## config.mk

```make
export PLATFORM = sky130hd
export DESIGN_NAME = seg_fade_chaser
export DESIGN_NICKNAME = d
export VERILOG_FILES = /design/src/rtl/seg_fade_chaser.sv
export SDC_FILE = /design/constraint.sdc
export NUM_CORES = 1
export LEC_CHECK = 0
export BUFFER_PORTS_ARGS = -buffer_cell sky130_fd_sc_hd__buf_2
export CAP_MARGIN = 20
export CORE_MARGIN = 10
export CORE_UTILIZATION = 55
export CTS_CLUSTER_DIAMETER = 30
export DETAILED_ROUTE_END_ITERATION = 10
export PLACE_DENSITY = 0.75
export SLEW_MARGIN = 5
export SYNTH_ARGS = -nofsm -noshare
export SYNTH_HDL_FRONTEND = slang
export SYNTH_SLANG_ARGS = --single-unit
```

## constraint.sdc

```tcl
create_clock -name clk -period 1.9 [get_ports clk]
set_input_delay 0.285 -clock clk [delete_from_list [all_inputs] [get_ports clk]]
set_output_delay 0.285 -clock clk [all_outputs]
set_load 0.02 [all_outputs]
```

## src/rtl/seg_fade_chaser.sv

```systemverilog
// seg_fade_chaser: sequence-table LED/segment chaser with per-channel PWM fading trails.
// Ports: clk, reset (sync, active-high); speed[2:0] step rate (7 fastest);
//        dir (wrap direction, 1 = ascending); bounce (ping-pong traversal);
//        pause (freeze stepping, fading continues); seg_out[NUM_CH] PWM drive
//        (active-low when COMMON_ANODE); pos current sequence index;
//        step_pulse one-cycle pulse per position change.
// Build option: define SEG_FADE_LINEAR_EN for linear (bright-1) decay instead of bright>>1.
module seg_fade_chaser #(
    parameter int NUM_CH = 8,
    parameter int BRIGHT_W = 5,
    parameter int SPEED_W = 24,
    parameter int FADE_W = 21,
    parameter int SEQ_LEN = 8,
    parameter logic [4*SEQ_LEN-1:0] SEQ = 32'h5623_4610,
    parameter bit COMMON_ANODE = 1'b1
) (
    input  logic                       clk,
    input  logic                       reset,
    input  logic [2:0]                 speed,
    input  logic                       dir,
    input  logic                       bounce,
    input  logic                       pause,
    output logic [NUM_CH-1:0]          seg_out,
    output logic [$clog2(SEQ_LEN)-1:0] pos,
    output logic                       step_pulse
);
    localparam int PW = $clog2(SEQ_LEN);
    localparam logic [PW-1:0] LAST = PW'(SEQ_LEN - 1);
    typedef enum logic {UP, DOWN} heading_t;
    heading_t head, head_nxt;
    logic [2:0] speed_r;
    logic dir_r, bounce_r, pause_r;
    logic [SPEED_W-1:0] tmr, tmr_nxt, period;
    logic [PW-1:0] pos_nxt;
    logic step, tick;
    logic [FADE_W-1:0] fade_cnt;
    logic [BRIGHT_W-1:0] pwm_cnt;
    logic [NUM_CH-1:0] on;
    logic [3:0] cur_ch;
    // Slower speed codes invert into larger high bits of the period.
    assign period = {~speed_r, {(SPEED_W-3){1'b1}}};
    assign cur_ch = SEQ[{pos, 2'b00} +: 4];
    assign tick = &fade_cnt;
    always_comb begin
        step = !pause_r && (tmr >= period);
        tmr_nxt = pause_r ? tmr : (step ? '0 : tmr + 1'b1);
        pos_nxt = pos;
        head_nxt = head;
        if (step) begin
            if (bounce_r) begin
                // Endpoints turn around without repeating the end position.
                if (head == UP) begin
                    head_nxt = (pos == LAST) ? DOWN : UP;
                    pos_nxt = (pos == LAST) ? LAST - 1'b1 : pos + 1'b1;
                end else begin
                    head_nxt = (pos == '0) ? UP : DOWN;
                    pos_nxt = (pos == '0) ? PW'(1) : pos - 1'b1;
                end
            end else begin
                pos_nxt = dir_r ? ((pos == LAST) ? '0 : pos + 1'b1)
                                : ((pos == '0) ? LAST : pos - 1'b1);
            end
        end
    end
    always_ff @(posedge clk) begin
        if (reset) begin
            speed_r <= '0;
            dir_r <= 1'b0;
            bounce_r <= 1'b0;
            pause_r <= 1'b0;
            tmr <= '0;
            pos <= '0;
            head <= UP;
            step_pulse <= 1'b0;
            fade_cnt <= '0;
            pwm_cnt <= '0;
            seg_out <= {NUM_CH{COMMON_ANODE}};
        end else begin
            speed_r <= speed;
            dir_r <= dir;
            bounce_r <= bounce;
            pause_r <= pause;
            tmr <= tmr_nxt;
            pos <= pos_nxt;
            head <= head_nxt;
            step_pulse <= step;
            fade_cnt <= fade_cnt + 1'b1;
            pwm_cnt <= pwm_cnt + 1'b1;
            seg_out <= COMMON_ANODE ? ~on : on;
        end
    end
    for (genvar i = 0; i < NUM_CH; i++) begin : g_ch
        logic [BRIGHT_W-1:0] bright, decayed;
`ifdef SEG_FADE_LINEAR_EN
        assign decayed = bright - 1'b1;
`else
        assign decayed = bright >> 1;
`endif
        // Nonzero guard keeps zero fully dark when pwm_cnt wraps to 0.
        assign on[i] = (bright != '0) && (bright >= pwm_cnt);
        always_ff @(posedge clk) begin
            if (reset)
                bright <= '0;
            else if (cur_ch == 4'(i))
                bright <= '1;
            else if (tick && bright != '0)
                bright <= decayed;
        end
    end
endmodule

```

==> results.md, run 1 <==
- Critical Path RT: 2.18 ns
- Synth Register Bits: 109
- Die height: 118 um
- # IOs: 20
- Clk slew on worst S/H paths: 0.10 ns
- Synthesized netlist cell count: 619
- Syn_area_per_cell: 8.55 um^2
- PnR worst setup slack: 0.139 ns
- Nets: 705
- Element type at the critical path start: flip-flop
- Sequential area share after synthesis: 0.412
- Met2 global-route usage: 0.259
- Hold_sp: speed[2]
- Hold Fails Final Rpt: 0
- Global Route met3 Usage: 0.0331
- Vias/cell: 5.48
- CTS H-tree lvls: 3
- Clk network pwr share: 0.353
- Net Sw Power: 0.000891 W
- GR Util met1: 0.181
- Non-filler cells, final: 777
- GR peak layer: met2
- Pwr dens: 681 nW/um^2
- Share of cells above drive strength 1: 0.0972
- Leak Pwr: 2.23 nW
- Placeable core area: 9280 um^2
- DP HPWL: 7470 um
- Max Root-Sink Buffers: 2
- Syn_nets: 679
- CTS tree: done
- Initial antenna violation count: 0
- Kind of critical path: reg -> reg
- Min Tclk post-route: 1.76 ns
- Max Slew Vio Count: 0
- Setup crit end kind: flip-flop
- Worst vdd ir: 0.394 mV
- Part of the power in combinational logic: 0.058
- Largest fanout on the critical path: 32
- Worst Max-Slew Pin Slew: 0.476 ns
- Peak Freq: 0.568 GHz
- CTS Sinks: 109
- DRT iter0 DRCs: 190
- Drt pass-1 iters: 4
- Total number of yosys warnings: 0
- Sw frac: 0.224
- Worst clock skew: 0.0114 ns
- Avg WL per Cell: 13.4 um
- Clock Latency Late Sink: 0.36 ns
- Pin count of the biggest net entering global routing: 41
- Vias in the first global route: 4093
- Crit path DAT: 2.04 ns
- Via count: 4257
- Die W: 118 um
- Sequential power share: 0.589
- I/O Buffers: 19
- Setup violators final: 0
- CP startpoint: fade_cnt[3]
- Std-Cell Rows: 35
- Reg-to-Reg Start: fade_cnt[3]
- Place WS: 0.0454 ns
- Antenna viol nets, final: 0
- Max_slew headroom: 0.682
- Total Power: 0.00398 W
- HP Class: in -> reg
- Hold Slack: 0.132 ns
- First-pass GRT wire length: 18100 um
- Area growth syn-to-layout: 10.3%
- Netlist cell types: 38
- Period utilization: 0.927
- Total grt overflow: 0
- # diodes: 0
- # DRC: 0
- Internal cell power: 0.00309 W
- Max-cap viol count: 0
- Routability cong.: 0.840
- CTS buffer count: 9
- Reg2reg setup slack: 0.14 ns
- Status: finished clean
- Cell area after synthesis: 5290 um^2
- Routed wire length: 10400 um
- Setup tns final: 0 ns
- Die area: 13900 um^2
- Initial core utilization: 0.570
- Total track usage: 0.150
- Root Buffer: clkbuf_8
- Dpl cells: 763
- RSZ-0062 raised after global routing: no
-- final cells by class --
type / count / area, um^2
repair buffers: 39 / 270
fillers: 813 / 3450
clock buffers: 11 / 151
inverters: 23 / 86.3
flip-flops and latches: 109 / 2180
clock inverters: 3 / 46.3
multi-input cells: 463 / 2940
well taps: 129 / 161
-- cell usage after synthesis, drive strengths merged --
master	number	area share
nor4b	1	0.0017
a211o	4	0.0066
a211oi	2	0.0028
nand2	97	0.069
and4	7	0.012
mux2i	2	0.0038
nor2	63	0.045
o31ai	2	0.0028
buf	6	0.0076
a311oi	2	0.0033
a31oi	32	0.038
nand3	22	0.021
and3	5	0.0059
or4	1	0.0014
xnor2	12	0.020
nand2b	10	0.012
clkbuf	18	0.013
o21ai	23	0.022
nor4	5	0.0087
or3	4	0.0047
dfxtp	109	0.41
a21o	8	0.011
nand4b	2	0.0061
xor2	28	0.046
nor3	9	0.0095
and2	2	0.0024
a21oi	37	0.035
inv	23	0.016
o211ai	1	0.0014
nor2b	17	0.020
nand4	12	0.015
nand3b	1	0.0014
ha	52	0.12
-- worst paths after layout --
path                       endpoint  cells past startpoint
setup reg to reg  g_ch[6].bright[3]                      6
hold reg to reg   g_ch[0].bright[0]                      2
hold / removal           speed_r[2]                      2
setup / recovery  g_ch[6].bright[3]                      6
-- placed cells by master, fill, tap and decap left out, types with 5 or more instances in the layout --
master | Yosys | final
o21ai_0 | 23 | 23
and3_1 | 5 | 5
nand2b_1 | 10 | 10
nand2_1 | 97 | 97
nand3_1 | 22 | 22
and4_1 | 7 | 6
a21o_1 | 8 | 8
clkbuf_8 | 0 | 11
xnor2_1 | 12 | 12
a21oi_1 | 37 | 36
nand4_1 | 11 | 11
a31oi_1 | 32 | 32
dfxtp_1 | 109 | 108
buf_2 | 2 | 19
nor3_1 | 8 | 6
nor2b_1 | 17 | 17
nor2_1 | 63 | 63
xor2_1 | 28 | 28
inv_1 | 23 | 23
buf_4 | 4 | 18
ha_1 | 52 | 52
-- critical path: stages (launching register included) --
cell     delay (ns)
dfxtp_1        0.39
and4_1         0.29
and4_2         0.30
and4_1         0.26
buf_12         0.19
nand2_1        0.07
a31oi_1        0.18
-- stage by stage --
step | area [um^2] | utilization
floorplan | 5290 | -
global placement | 5620 | 0.605
detailed placement | 5620 | 0.605
CTS | 5810 | 0.626
global route | 5840 | 0.629
finish | 5840 | 0.629
-- metal layers --
layer  vias up  wire, um
li1       2189         -
met1      1985      4780
met2        75      5080
met3         8       437
met4         0        82
met5         -         0
-- sequential cells by signal, indices dropped and copies added, names as in the netlist, 3 cells and up --
register / cells
fade_cnt: 21
tmr: 24
g_ch.bright: 40
pwm_cnt: 5
pos: 3
seg_out: 8
speed_r: 3
-- kinds of logic (layout without fill, tap and decap cells) --
logic type | after synthesis | count (layout) | share of synthesized area
buffers and inverters | 47 | 76 | 0.0367
flip-flops | 109 | 109 | 0.412
AND/OR/NAND/NOR | 258 | 258 | 0.235
multiplexers | 2 | 2 | 0.00378
XOR/XNOR | 40 | 40 | 0.0662
adder cells (fa/ha/maj) | 52 | 52 | 0.123
AO/OA/AOI/OAI | 111 | 111 | 0.123
-- timing repair --
action | 4_1_cts | 5_1_grt
hold buffers | 0 | 0
setup buffers | 0 | 0
endpoints found under the hold margin | 0 | 0
gates resized for setup | 0 | 6
endpoints found under the setup margin | 0 | 36
-- power by group through the flow --
stage                     registers, W  logic (W)  clock network, W
final                          0.00234   0.000232           0.00140
after global routing           0.00235   0.000267           0.00154
after CTS                      0.00234   0.000232           0.00145
after detailed placement       0.00239   0.000230                 0
after global placement         0.00239   0.000218                 0
after floorplan                0.00239   0.000156                 0
Note: power is estimated with default switching activity, not from simulation.
==> inputs of run 2 (changes only) <==
--- a/config.mk
+++ b/config.mk
@@ -5,13 +5,14 @@
 export SDC_FILE = /design/constraint.sdc
 export NUM_CORES = 1
 export LEC_CHECK = 0
+export ABC_AREA = 1
 export BUFFER_PORTS_ARGS = -buffer_cell sky130_fd_sc_hd__buf_2
 export CAP_MARGIN = 20
 export CORE_MARGIN = 10
-export CORE_UTILIZATION = 55
+export CORE_UTILIZATION = 56
 export CTS_CLUSTER_DIAMETER = 30
 export DETAILED_ROUTE_END_ITERATION = 10
-export PLACE_DENSITY = 0.75
+export PLACE_DENSITY = 0.76
 export SLEW_MARGIN = 5
 export SYNTH_ARGS = -nofsm -noshare
 export SYNTH_HDL_FRONTEND = slang
==> run 2 against run 1 <==
  * Clock power increased by 17%
  * Sequential share of layout area shrank 4.1 points
  * Die area grew 9.0%
  * Final area up 12%
  * Synthesized area is 13% higher
  * Utilization grew 0.44 points
  * First-iteration DRC count rose by 73%
  * Sequential cell count is the same
  * Sequential power about the same
  * Wire length rose by 30%
  * Global-route usage rose by 3.8 points
  * Critical path type unchanged
  * Critical endpoint is now seg_out[0]
==> results.md, run 2 <==
- DP HPWL: 9750 um (+30%)
- Most common cell after layout, fill and taps aside: nand2_1
- Leak Pwr: 3.09 nW (+39%)
- Pin count of the biggest net entering global routing: 49 (+20%)
- Clock Latency Late Sink: 0.40 ns (+0.04 ns)
- First-pass GRT wire length: 23600 um (+30%)
- Synth Register Bits: 109 (unchanged)
- Largest fanout on the critical path: 8 (-75%)
- DRT iter0 DRCs: 329 (+73%)
- Max Slew Vio Count: 0 (unchanged)
- CTS buffer count: 9 (unchanged)
- CP Cell Sequence: inv_1 -> ha_1 -> nand2_1 -> o311ai_0 -> nand3_1
- Reg with most FFs: g_ch.bright
- Area occupied by registers: 2190 um^2 (+0.11%)
- Root Buffer: clkbuf_8
- Post-CTS Setup Bufs: 0 (unchanged)
- Area growth syn-to-layout: 9.82%
- Via count: 5503 (+29%)
- Hold Slack: 0.0869 ns (-0.0453 ns)
- Post-synth top cells: nand2_1 (204), dfxtp_1 (109), inv_1 (105), nor2_1 (91), nand3_1 (87)
- Commonest cells after routing, fill and taps aside: nand2_1 (203), dfxtp_1 (106), inv_1 (104), nor2_1 (90), nand3_1 (85)
- Syn_nets: 906 (+33%)
- Initial core utilization: 0.576 (+0.00643)
- Max Root-Sink Buffers: 2 (unchanged)
- Vias/cell: 5.42 (-1.1%)
- Min Tclk post-route: 1.74 ns (-0.0176 ns)
- EDFF count, synth: 0 (unchanged)
- Layout Utilization: 0.633 (+0.00439)
- Antenna viol nets, final: 0 (unchanged)
- Peak Freq: 0.574 GHz (+1.0%)
- Cell area after synthesis: 5980 um^2 (+13%)
- Slowest stage delay, CP: 0.42 ns (+0.03 ns)
- Drt pass-1 iters: 5 (+1)
- Max reg flops: 40 (unchanged)
- Setup tns final: 0 ns (unchanged)
- Hold Fails Final Rpt: 0 (unchanged)
- Largest regs: g_ch.bright x40, tmr x24, fade_cnt x21
- # IOs: 20 (unchanged)
- Multi-input logic area: 3310 um^2 (+13%)
- Most numerous cell in the Yosys netlist: nand2_1
- Synth area leaders: dfxtp_1 (37%), nand2_1 (13%), ha_1 (11%), nand3_1 (7.3%), inv_1 (6.6%)
- Syn_area_per_cell: 7.06 um^2 (-17%)
- Asr flop ratio synth: 0 (unchanged)
- Vias in the first global route: 5366 (+31%)
- HP Class: in -> reg
- CTS H-tree lvls: 3 (unchanged)
- Worst Max-Slew Pin Slew: 0.469 ns (-0.00673 ns)
- Max-cap viol count: 0 (unchanged)
- Slowest stage cell, crit path: o311ai_0
- Sequential area share after synthesis: 0.365 (-0.0473)
- Status: finished clean
- Clk slew on worst S/H paths: 0.11 ns (about the same)
- RSZ-0062 raised after global routing: no
- # diodes: 0 (unchanged)
- Yosys top cell area share: 0.365 (-0.0473)
- Share of cells above drive strength 1: 0.0875 (-0.00972)
- Critical path buffer and inverter count: 1 (unchanged)
- Routability cong.: 0.909 (+8.2%)
- Setup crit end kind: flip-flop
- Period utilization: 0.917 (-0.00929)
- Synthesized netlist cell count: 846 (+37%)
- Routed wire length: 13500 um (+30%)
- Netlist cell types: 36 (-5.3%)
- Avg WL per Cell: 13.3 um (-0.38%)
- Setup violators final: 0 (unchanged)
- Die area: 15200 um^2 (+9.0%)
- Std-Cell Rows: 37 (+5.7%)
- CTS tree: done
- Initial antenna violation count: 0 (unchanged)
- Total grt overflow: 0 (unchanged)
- Pwr dens: 649 nW/um^2 (-4.7%)
- Fillers: 911 (+12%)
- Max_slew headroom: 0.683 (+0.000863)
- Leading area contributor after synthesis: dfxtp_1
- Total track usage: 0.188 (+0.0384)
- # DRC: 0 (unchanged)
- Main synth FF type: dfxtp_1
- Critical Path RT: 2.17 ns (about the same)
- Placeable core area: 10400 um^2 (+12%)
- I/O Buffers: 19 (unchanged)
- CTS Sinks: 109 (unchanged)
- Die height: 123 um (+4.4%)
- Worst vdd ir: 0.552 mV (+40%)
- Kind of critical path: reg -> reg
- Worst clock skew: 0.0109 ns (-0.000553 ns)
- Element type at the critical path start: flip-flop
- Die W: 123 um (+4.4%)
- Crit path DAT: 2.01 ns (-0.03 ns)
- Nets: 935 (+33%)
- Total number of yosys warnings: 0 (unchanged)
- Delay-heaviest family, CP: compound AO/OA/AOI/OAI gates
## run 2: kinds of logic after synthesis
logic type	Yosys count	share of synthesized area
flip-flops	109	0.365
buffers and inverters	127	0.0848
XOR/XNOR	9	0.0132
adder cells (fa/ha/maj)	52	0.109
AND/OR/NAND/NOR	444	0.327
AO/OA/AOI/OAI	105	0.101
## run 2: power breakdown
part | total [W] | internal, W | switching [W]
combinational | 0.000276 | 0.000104 | 0.000172
clock | 0.00164 | 0.000790 | 0.000851
sequential | 0.00234 | 0.00232 | 0.0000286
## run 2: area by class of cell
cell class	count	share of cell area
multi-input combinational	610	0.504
sequential	109	0.333
inverter	109	0.0623
timing repair buffer	36	0.0396
tap	136	0.0259
clock buffer	10	0.0210
clock inverter	6	0.0143
## run 2: final timing paths
| check | start | depth (start not counted) | slack [ns] | end |
|---|---|---|---|---|
| worst max-delay path | pwm_cnt[2] | 5 | 0.16 | seg_out[0] |
| worst min-delay path | bounce | 3 | 0.09 | bounce_r |
| worst max register to register | pwm_cnt[2] | 5 | 0.16 | seg_out[0] |
| worst min register to register | fade_cnt[0] | 1 | 0.46 | fade_cnt[0] |
## run 2: worst reg2reg max path, cell delays in order (launching register included)
cell	delay [ns]
dfxtp_1	0.39
inv_1	0.22
ha_1	0.42
nand2_1	0.06
o311ai_0	0.42
nand3_1	0.11
## run 2: metal layers
| metal | global-route usage | up-vias | share of wire |
|---|---|---|---|
| li1 | - | 2834 | - |
| met1 | 0.221 | 2502 | 0.45 |
| met2 | 0.321 | 135 | 0.48 |
| met3 | 0.0283 | 32 | 0.042 |
| met4 | 0.110 | 0 | 0.032 |
| met5 | 0 | - | 0 |
## run 2: stage by stage
| stage | power [W] | instances | instance area, um^2 | worst slack [ns] |
|---|---|---|---|---|
| 5_1_grt | 0.00443 | 1016 | 6560 | 0.0227 |
| 2_1_floorplan | 0.00258 | 846 | 5980 | 0.0628 |
| 6_report | 0.00426 | 1016 | 6560 | 0.157 |
| 4_1_cts | 0.00430 | 1016 | 6550 | 0.0616 |
| 3_5_place_dp | 0.00267 | 1000 | 6310 | 0.0108 |
| 3_3_place_gp | 0.00265 | 1000 | 6310 | 0.0890 |
## run 2: repair_timing
item                       4_1_cts  5_1_grt
hold buffers                     0        0
setup endpoints to repair        2       28
gates resized for setup          1        7
pin swaps                        0        0
hold endpoints to repair         0        0
==> inputs of run 3 (changes only) <==
--- a/config.mk
+++ b/config.mk
@@ -9,10 +9,9 @@
 export BUFFER_PORTS_ARGS = -buffer_cell sky130_fd_sc_hd__buf_2
 export CAP_MARGIN = 20
 export CORE_MARGIN = 10
-export CORE_UTILIZATION = 56
+export CORE_UTILIZATION = 26
 export CTS_CLUSTER_DIAMETER = 30
 export DETAILED_ROUTE_END_ITERATION = 10
-export PLACE_DENSITY = 0.76
 export SLEW_MARGIN = 5
 export SYNTH_ARGS = -nofsm -noshare
 export SYNTH_HDL_FRONTEND = slang
==> run 3 against run 2 <==
  * Worst setup slack better by 0.0038 ns
  * Final cell count is 16% higher
  * Register-to-register slack hardly changed
  * Largest power group unchanged
==> results.md, run 3 (synthesis gave the netlist of run 2 again) <==
- Initial antenna violation count: 0 (unchanged)
- DRT iter0 DRCs: 284 (-14%)
- Nets: 944 (+0.96%)
- Drt pass-1 iters: 5 (unchanged)
- # IOs: 20 (unchanged)
- Total Power: 0.00456 W (+7.1%)
- Max reg flops: 40 (unchanged)
- Max Slew Vio Count: 0 (unchanged)
- CTS Sinks: 109 (unchanged)
- Total track usage: 0.0967 (-0.0917)
- Final instance area: 6860 um^2 (+4.5%)
- HP Class: in -> reg
- Setup violators final: 0 (unchanged)
- Routability cong.: 0.832 (-8.5%)
- Share of cells above drive strength 1: 0.0889 (+0.00136)
- Die area: 29500 um^2 (+94%)
- Root Buffer: clkbuf_16
- Slowest stage delay, CP: 0.34 ns (-0.08 ns)
- Most common cell after layout, fill and taps aside: nand2_1
- Vias in the first global route: 5035 (-6.2%)
- Routed wire length: 14000 um (+3.3%)
- Pwr dens: 665 nW/um^2 (+2.5%)
- Worst Max-Slew Pin Slew: 0.479 ns (+0.00953 ns)
- I/O Buffers: 19 (unchanged)
- Non-filler cells, final: 1174 (+16%)
- Max_slew headroom: 0.678 (-0.00484)
- Placed Area: 6510 um^2 (+3.1%)
- Pin count of the biggest net entering global routing: 35 (-29%)
- CTS H-tree lvls: 3 (unchanged)
- Delay-heaviest family, CP: simple AND/OR/NAND/NOR gates
- Critical Path RT: 2.15 ns (-0.02 ns)
- Die height: 172 um (+39%)
- Via count: 5374 (-2.3%)
- CTS buffer count: 9 (unchanged)
- Min Tclk post-route: 1.74 ns (-0.00385 ns)
- RSZ-0062 raised after global routing: yes
- Reg with most FFs: g_ch.bright
- Element type at the critical path start: flip-flop
- Placeable core area: 22600 um^2 (+120%)
- CTS tree: done
- Largest fanout on the critical path: 6 (-2)
- # diodes: 0 (unchanged)
- Worst clock skew: 0.0134 ns (+0.00250 ns)
- Max-cap viol count: 0 (unchanged)
- Slowest stage cell, crit path: ha_1
- Hold Fails Final Rpt: 0 (unchanged)
- CTS Hold Bufs: 0 (unchanged)
- Status: finished clean
- Clock Latency Late Sink: 0.36 ns (-0.04 ns)
- Total grt overflow: 0 (unchanged)
- Vias/cell: 4.58 (-15%)
- Critical path buffer and inverter count: 2 (+1)
- First-pass GRT wire length: 23500 um (-0.55%)
- Initial core utilization: 0.264 (-0.312)
- Kind of critical path: reg -> reg
- Area growth syn-to-layout: 14.7%
- Period utilization: 0.915 (-0.00202)
- Commonest cells after routing, fill and taps aside: nand2_1 (203), dfxtp_1 (107), inv_1 (105), nor2_1 (90), nand3_1 (87)
- Setup crit end kind: flip-flop
- Avg WL per Cell: 11.9 um (-11%)
- Leak Pwr: 3.18 nW (+2.7%)
- Largest regs: g_ch.bright x40, tmr x24, fade_cnt x21
- Peak Freq: 0.575 GHz (+0.22%)
- Std-Cell Rows: 55 (+49%)
- # DRC: 0 (unchanged)
- DP HPWL: 10200 um (+4.1%)
- Antenna viol nets, final: 0 (unchanged)
- Crit path DAT: 1.99 ns (-0.02 ns)
- Clk slew on worst S/H paths: 0.08 ns (-0.03 ns)
- Die W: 172 um (+39%)
- Worst vdd ir: 0.502 mV (-9.1%)
- CP Cell Sequence: inv_1 -> ha_1 -> nand2_1 -> o21ai_1 -> inv_1 -> nand2_2 -> nand4_1 -> nor2_1 -> nor2_1
- Max Root-Sink Buffers: 2 (unchanged)
- Dpl cells: 1155 (+16%)
==> run 3: where the power goes <==
| part | total [W] | switching (W) | internal [W] |
|---|---|---|---|
| registers | 0.00234 | 0.0000236 | 0.00231 |
| logic | 0.000278 | 0.000171 | 0.000107 |
| clock network | 0.00195 | 0.000875 | 0.00107 |
==> run 3: stage by stage <==
step	util	setup TNS [ns]	worst slack, ns	hold WS (ns)
floorplan	-	0	0.0628	0.392
global route	0.303	-0.00435	-0.00435	0.133
detailed placement	0.287	0	0.112	0.460
finish	0.303	0	0.161	0.124
CTS	0.301	0	0.107	0.118
global placement	0.287	0	0.148	0.454
==> run 3: final cells by class <==
type | count | area (um^2)
flip-flops and latches | 109 | 2180
repair buffers | 45 | 307
multi-input cells | 610 | 3300
inverters | 109 | 409
fillers | 2413 | 15800
clock buffers | 12 | 246
well taps | 285 | 357
clock inverters | 4 | 56.3
==> run 3: worst min-delay path: stages <==
cell,delay (ns)
buf_2,0.07
inv_1,0.03
nor2_1,0.06
==> run 3: final timing paths <==
kind,start,to,slack (ns),depth (start not counted)
hold / removal,speed[0],speed_r[0],0.12,3
setup / recovery,pos[1],g_ch[7].bright[0],0.16,9
hold reg to reg,fade_cnt[18],fade_cnt[18],0.47,2
setup reg to reg,pos[1],g_ch[7].bright[0],0.16,9
==> run 3: per-layer routing <==
| layer | global-route usage | wire length, um |
|---|---|---|
| met5 | 0 | 0 |
| met1 | 0.121 | 6840 |
| met2 | 0.160 | 6400 |
| met4 | 0.0340 | 263 |
| met3 | 0.0211 | 473 |
==> run 3: what timing repair did <==
| item | in CTS | in global routing |
|---|---|---|
| setup endpoints to repair | 0 | 20 |
| setup buffers | 0 | 3 |
| endpoints found under the hold margin | 0 | 0 |
| resized for setup | 0 | 7 |
